**config.mk**
```make
export PLATFORM = sky130hd
export DESIGN_NAME = mix_muldiv_flat
export DESIGN_NICKNAME = d
export VERILOG_FILES = /design/src/rtl/mix_muldiv_pkg.sv /design/src/rtl/mix_muldiv_if.sv /design/src/rtl/mix_muldiv.sv /design/src/flat_wrapper.sv
export SDC_FILE = /design/constraint.sdc
export NUM_CORES = 1
export LEC_CHECK = 0
export CORE_AREA = 3 3 155 218
export DETAILED_ROUTE_END_ITERATION = 10
export DIE_AREA = 0 0 158 221
export PLACE_DENSITY = 0.66
export SYNTH_ARGS = -nofsm -noshare
export SYNTH_HDL_FRONTEND = slang
export SYNTH_SLANG_ARGS = --single-unit
```
**constraint.sdc**
```tcl
create_clock -name clk -period 6.28 [get_ports clk]
set_clock_uncertainty 0.15 [all_clocks]
set_input_delay 0.942 -clock clk [delete_from_list [all_inputs] [get_ports clk]]
set_output_delay 0.942 -clock clk [all_outputs]
set_load 0.02 [all_outputs]
```
**src/rtl/mix_muldiv_pkg.sv**
```systemverilog
// Shared definitions for the MIX multiply/divide unit: word layout, opcodes
// and the sequencer state encoding.
package mix_pkg;

   localparam int MIX_MAG = 30;
   localparam int SIGN    = MIX_MAG;

   localparam logic [5:0] OP_MUL = 6'd3;
   localparam logic [5:0] OP_DIV = 6'd4;

   typedef enum logic [1:0] {
      IDLE = 2'd0,
      RUN  = 2'd1,
      FIN  = 2'd2
   } state_t;

endpackage

```
**src/rtl/mix_muldiv_if.sv**
```systemverilog
// Request/result bundle between the core's execute stage and mix_muldiv.
// The core side is the master; the arithmetic unit is the slave.
interface mix_muldiv_if #(parameter int MAG = mix_pkg::MIX_MAG);

   logic           start;
   logic           op;
   logic [MAG:0]   a_in;
   logic [MAG:0]   x_in;
   logic [MAG:0]   v_in;
   logic           busy;
   logic           done;
   logic [MAG:0]   a_out;
   logic [MAG:0]   x_out;
   logic           ovf;

   modport master (
      output start, op, a_in, x_in, v_in,
      input  busy, done, a_out, x_out, ovf
   );

   modport slave (
      input  start, op, a_in, x_in, v_in,
      output busy, done, a_out, x_out, ovf
   );

endinterface

```
**src/rtl/mix_muldiv.sv**
```systemverilog
// Sign-magnitude MUL (shift-add) / DIV (restoring) unit for the MIX core.
// One MAG+1-bit adder is shared: it adds |V| for MUL and trial-subtracts |V| for DIV.
module mix_muldiv
   import mix_pkg::*;
#(
   parameter int MAG = MIX_MAG
) (
   input  logic         clk,
   input  logic         reset,
   mix_muldiv_if.slave  bus
);

   localparam int CW = $clog2(MAG);

   state_t          state;
   logic [CW-1:0]   cnt;
   logic            isDiv;
   logic            sA;
   logic            sRes;
   logic [MAG-1:0]  vMag;
   logic [MAG:0]    rem;
   logic [MAG-1:0]  quo;

   logic [MAG:0]    opA;
   logic [MAG+1:0]  sum;
   logic            ge;
   logic [MAG:0]    mulHi;
   logic [MAG:0]    nextRem;
   logic [MAG-1:0]  nextQuo;
   logic [MAG-1:0]  aMagIn;
   logic [MAG-1:0]  vMagIn;
   logic            divOvf;

   // rem/quo hold {hi,lo} of the product for MUL and {R,Q} for DIV.
   // A clear top bit of the MAG+2-bit sum means the trial subtract did not borrow.
   always_comb begin
      opA     = isDiv ? {rem[MAG-1:0], quo[MAG-1]} : rem;
      sum     = {1'b0, opA}
              + (isDiv ? ~{2'b00, vMag} : {2'b00, vMag})
              + {{(MAG+1){1'b0}}, isDiv};
      ge      = ~sum[MAG+1];
      mulHi   = quo[0] ? sum[MAG:0] : rem;
      nextRem = rem;
      nextQuo = quo;
      if (isDiv) begin
         nextRem = ge ? sum[MAG:0] : opA;
         nextQuo = {quo[MAG-2:0], ge};
      end else begin
         nextRem = {1'b0, mulHi[MAG:1]};
         nextQuo = {mulHi[0], quo[MAG-1:1]};
      end
   end

   assign aMagIn = bus.a_in[MAG-1:0];
   assign vMagIn = bus.v_in[MAG-1:0];
   assign divOvf = bus.op && ((vMagIn == '0) || (aMagIn >= vMagIn));

   // Sequencer: a DIV overflow skips the iterations and returns the inputs unchanged.
   always_ff @(posedge clk) begin
      if (reset) begin
         state     <= IDLE;
         cnt       <= '0;
         isDiv     <= 1'b0;
         sA        <= 1'b0;
         sRes      <= 1'b0;
         vMag      <= '0;
         rem       <= '0;
         quo       <= '0;
         bus.busy  <= 1'b0;
         bus.done  <= 1'b0;
         bus.ovf   <= 1'b0;
         bus.a_out <= '0;
         bus.x_out <= '0;
      end else begin
         case (state)
            IDLE: begin
               if (bus.start) begin
                  isDiv    <= bus.op;
                  sA       <= bus.a_in[MAG];
                  sRes     <= bus.a_in[MAG] ^ bus.v_in[MAG];
                  vMag     <= vMagIn;
                  rem      <= bus.op ? {1'b0, aMagIn} : '0;
                  quo      <= bus.op ? bus.x_in[MAG-1:0] : aMagIn;
                  cnt      <= CW'(MAG - 1);
                  bus.busy <= 1'b1;
                  if (divOvf) begin
                     state     <= FIN;
                     bus.done  <= 1'b1;
                     bus.ovf   <= 1'b1;
                     bus.a_out <= bus.a_in;
                     bus.x_out <= bus.x_in;
                  end else begin
                     state <= RUN;
                  end
               end
            end
            RUN: begin
               rem <= nextRem;
               quo <= nextQuo;
               if (cnt == '0) begin
                  state    <= FIN;
                  bus.done <= 1'b1;
                  bus.ovf  <= 1'b0;
                  if (isDiv) begin
                     bus.a_out <= {sRes, nextQuo};
                     bus.x_out <= {sA, nextRem[MAG-1:0]};
                  end else begin
                     bus.a_out <= {sRes, nextRem[MAG-1:0]};
                     bus.x_out <= {sRes, nextQuo};
                  end
               end else begin
                  cnt <= cnt - 1'b1;
               end
            end
            FIN: begin
               state    <= IDLE;
               bus.done <= 1'b0;
               bus.busy <= 1'b0;
            end
            default: begin
               state    <= IDLE;
               bus.done <= 1'b0;
               bus.busy <= 1'b0;
            end
         endcase
      end
   end

endmodule
```
**src/flat_wrapper.sv**
```systemverilog
// flat-port wrapper written by rule: the top's interface ports become plain ports
module mix_muldiv_flat import mix_pkg::*;
#(
   parameter int MAG = MIX_MAG
)
  (clk, reset, bus_start, bus_op, bus_a_in, bus_x_in, bus_v_in, bus_busy, bus_done, bus_a_out, bus_x_out, bus_ovf);
  mix_muldiv_if #(.MAG(MAG)) bus_i ();
  input  logic clk;
  input  logic reset;
  input wire logic [$bits(bus_i.start)-1:0] bus_start;
  input wire logic [$bits(bus_i.op)-1:0] bus_op;
  input wire logic [$bits(bus_i.a_in)-1:0] bus_a_in;
  input wire logic [$bits(bus_i.x_in)-1:0] bus_x_in;
  input wire logic [$bits(bus_i.v_in)-1:0] bus_v_in;
  output wire logic [$bits(bus_i.busy)-1:0] bus_busy;
  output wire logic [$bits(bus_i.done)-1:0] bus_done;
  output wire logic [$bits(bus_i.a_out)-1:0] bus_a_out;
  output wire logic [$bits(bus_i.x_out)-1:0] bus_x_out;
  output wire logic [$bits(bus_i.ovf)-1:0] bus_ovf;
  assign bus_i.start = bus_start;
  assign bus_i.op = bus_op;
  assign bus_i.a_in = bus_a_in;
  assign bus_i.x_in = bus_x_in;
  assign bus_i.v_in = bus_v_in;
  assign bus_busy = bus_i.busy;
  assign bus_done = bus_i.done;
  assign bus_a_out = bus_i.a_out;
  assign bus_x_out = bus_i.x_out;
  assign bus_ovf = bus_i.ovf;
  mix_muldiv #(.MAG(MAG)) u_core (.clk(clk), .reset(reset), .bus(bus_i));
endmodule
```
==> metrics <==
switching pwr=1570 uW; Die Height=221 um; initial core utilization=0.377; synth-to-layout area growth=19.2%; switching share of total power=0.400; power per standard cell area=272 nW/um^2; worst path bufs/invs=2; Setup Crit Path Kind=flip-flop to flip-flop; total CTS buffers=17; layout cell share with drive strength beyond 1=0.0592; Slew headroom=0.353; Syn Inst Count=1606; count of state elements after synthesis=166; vias per cell=6.02; DRT antenna net count=0; cts hold-fix bufs=0; max_cap viols=0; Post-route DRC=0; Post-synth ARST share=0; mean routed wirelength per cell=21.8 um; Int Power=2360 uW; register share of total power=0.346; Mapped Nets=1765; die extent in x=158 um; CP Max Fanout=71; TritonRoute pass-1 iters=8; final setup vio count=0; core area=32100 sq um; final slew viol count=0; Logic pwr share=0.397; crit path time final=5.00 ns; setup_tns=0 ns; GRT Util Overall=0.253; grt ovf=0; Post-CTS Resized=0; vias in the first global route=11900; largest stage delay on the critical path=0.98 ns; Clock Path Buffers=2; Post-CTS Setup Inserts=0; YS warnings=0; top-area cell type share of the netlist area=0.274; crit-path leading delay family=compound AO/OA/AOI/OAI gates; WL final=45.6 mm; post-DP HPWL=33.5 mm; maximum vdd drop=0.170 mV; die area=34900 sq um; num rows=78; TritonCTS clock tree=done; crit path DAT=5.21 ns; cell area after synthesis=12100 sq um; worst min path class=flip-flop to flip-flop; Final #Nets=1837; number of synthesized flops with an enable pin=0; Synth area leader=dfxtp_1; syn_area_per_cell=7.54 sq um; Reg clk slew, reported paths=0.07 ns; Core Util, Final=0.449; Worst-Margin Slew=0.970 ns; DP Worst Slack=1.31 ns; nature of the critical path endpoint=flip-flop; I/O pin total=162; most common library cell in the layout ignoring fill and taps=nand2_1; root buf cell=clkbuf_16; startpoint types=flip-flop; port bufs=161; largest net degree at the start of global routing=93; post-synthesis sequential area ratio=0.274; final hold vios=0; DR vias=12600; number of H-tree levels=4; clock share of power=0.257; ranking of synthesized cells by area=dfxtp_1 27%, nand2_1 6.9%, ha_1 6.3%; critical path required time=6.49 ns; Synth Flop Type=dfxtp_1; RSZ-0062 raised after global routing=no; Worst-Skew Late Latency=0.46 ns; Leak=0.00558 uW; Final Wtd Congestion=0.948; status=finished clean; first-pass GRT wire length=69.5 mm; Tcrit/Tclk final=0.796; Starting DRT DRC Count=1323; count of cell types in the netlist=74; Critical Path, Cell by Cell=buf_4 > mux2_2 > ha_1 > a211oi_1 > o21bai_1 > a221oi_1 > nor2_1 > a21oi_2 > buf_4 > nand2_1 > o21ai_0 > nand2_1 > a311oi_1; clock sinks=166; commonest cells after routing, fill and taps aside=224 x nand2_1, 165 x dfxtp_1, 159 x clkdlybuf4s50_1, 150 x a21oi_1, 142 x nor2_1; initial antenna violation count=1; setup ws final=1.28 ns; CP max stage cell=dfxtp_4; final hold slack=0.301 ns; maximum operating frequency=200 MHz
==> layout make-up <==
class | count | area, sq um
Inverter | 48 | 180
Clock buffer | 22 | 454
Clock inverter | 8 | 76.3
Sequential cell | 166 | 3330
Timing Repair Buffer | 184 | 1800
Tap cell | 400 | 500
Multi-Input combinational cell | 1261 | 8090
Antenna cell | 1 | 2.50
Fill cell | 3208 | 17700
==> Yosys cell counts, types with 35 or more instances <==
library cell,n
a211oi_1,77
a21oi_1,150
a311oi_1,35
clkbuf_1,92
dfxtp_1,166
ha_1,61
inv_1,48
mux2i_1,65
nand2_1,224
nor2_1,142
nor3_1,40
o21ai_0,84
xor2_1,37
==> logic make-up (layout without fill, tap and decap cells) <==
| family | Yosys count | count (layout) | share of synthesized area |
|---|---|---|---|
| simple gates | 542 | 542 | 0.200 |
| compound gates | 503 | 503 | 0.276 |
| buf+inv | 179 | 262 | 0.0604 |
| flops | 166 | 166 | 0.274 |
| mux | 96 | 96 | 0.0829 |
| fa+ha+maj | 62 | 62 | 0.0647 |
| xor+xnor | 58 | 58 | 0.0420 |
| other cells | 0 | 1 | 0 |
==> worst register-to-register path: stages (launching register included) <==
cell and delay (ns):
dfxtp_4 0.98, buf_4 0.49, mux2_2 0.40, ha_1 0.39, a211oi_1 0.38, o21bai_1 0.15, a221oi_1 0.28, nor2_1 0.15
a21oi_2 0.65, buf_4 0.26, nand2_1 0.05, o21ai_0 0.10, nand2_1 0.14, a311oi_1 0.32
==> worst paths after layout <==
kind | start | to | slack [ns] | cells past startpoint
max | u_core.isDiv | u_core.bus.x_out[8] | 1.28 | 13
min | u_core.bus.a_out[15] | u_core.bus.a_out[15] | 0.30 | 2
max reg2reg | u_core.isDiv | u_core.bus.x_out[8] | 1.28 | 13
min reg2reg | u_core.bus.a_out[15] | u_core.bus.a_out[15] | 0.30 | 2
==> power groups by stage <==
stage                     logic, uW  clock network [uW]  registers [uW]
after floorplan                 999                   0            1360
after global placement         1510                   0            1370
after detailed placement       1530                   0            1370
after CTS                      1540                1020            1350
after global routing           1690                1060            1370
final                          1560                1010            1360
==> sequential cells by signal, summed over array words and instances (netlist names) <==
register / cells
u_core.bus.ovf: 1
u_core.state: 2
u_core.bus.a_out: 31
u_core.rem: 31
u_core.sRes: 1
u_core.quo: 30
u_core.bus.busy: 1
u_core.bus.done: 1
u_core.bus.x_out: 31
u_core.isDiv: 1
u_core.vMag: 30
u_core.sA: 1
u_core.cnt: 5
==> stage by stage <==
stage / instances / power [uW] / cell area (sq um)
after global routing: 2090 / 4130 / 14400
after floorplan: 1606 / 2360 / 12100
after global placement: 2059 / 2880 / 13900
after CTS: 2089 / 3910 / 14400
after detailed placement: 2059 / 2900 / 13900
final: 2090 / 3930 / 14400
==> layer usage <==
layer / vias to the layer above / track usage / wire length (um) / share of wire
met5: - / 0 / 0 / 0
met4: 0 / 0.107 / 1890 / 0.041
met3: 88 / 0.0446 / 4040 / 0.089
met2: 639 / 0.395 / 20800 / 0.46
met1: 5876 / 0.341 / 18900 / 0.41
li1: 5976 / - / - / -
No activity file was read; power rests on OpenSTA's default activity.
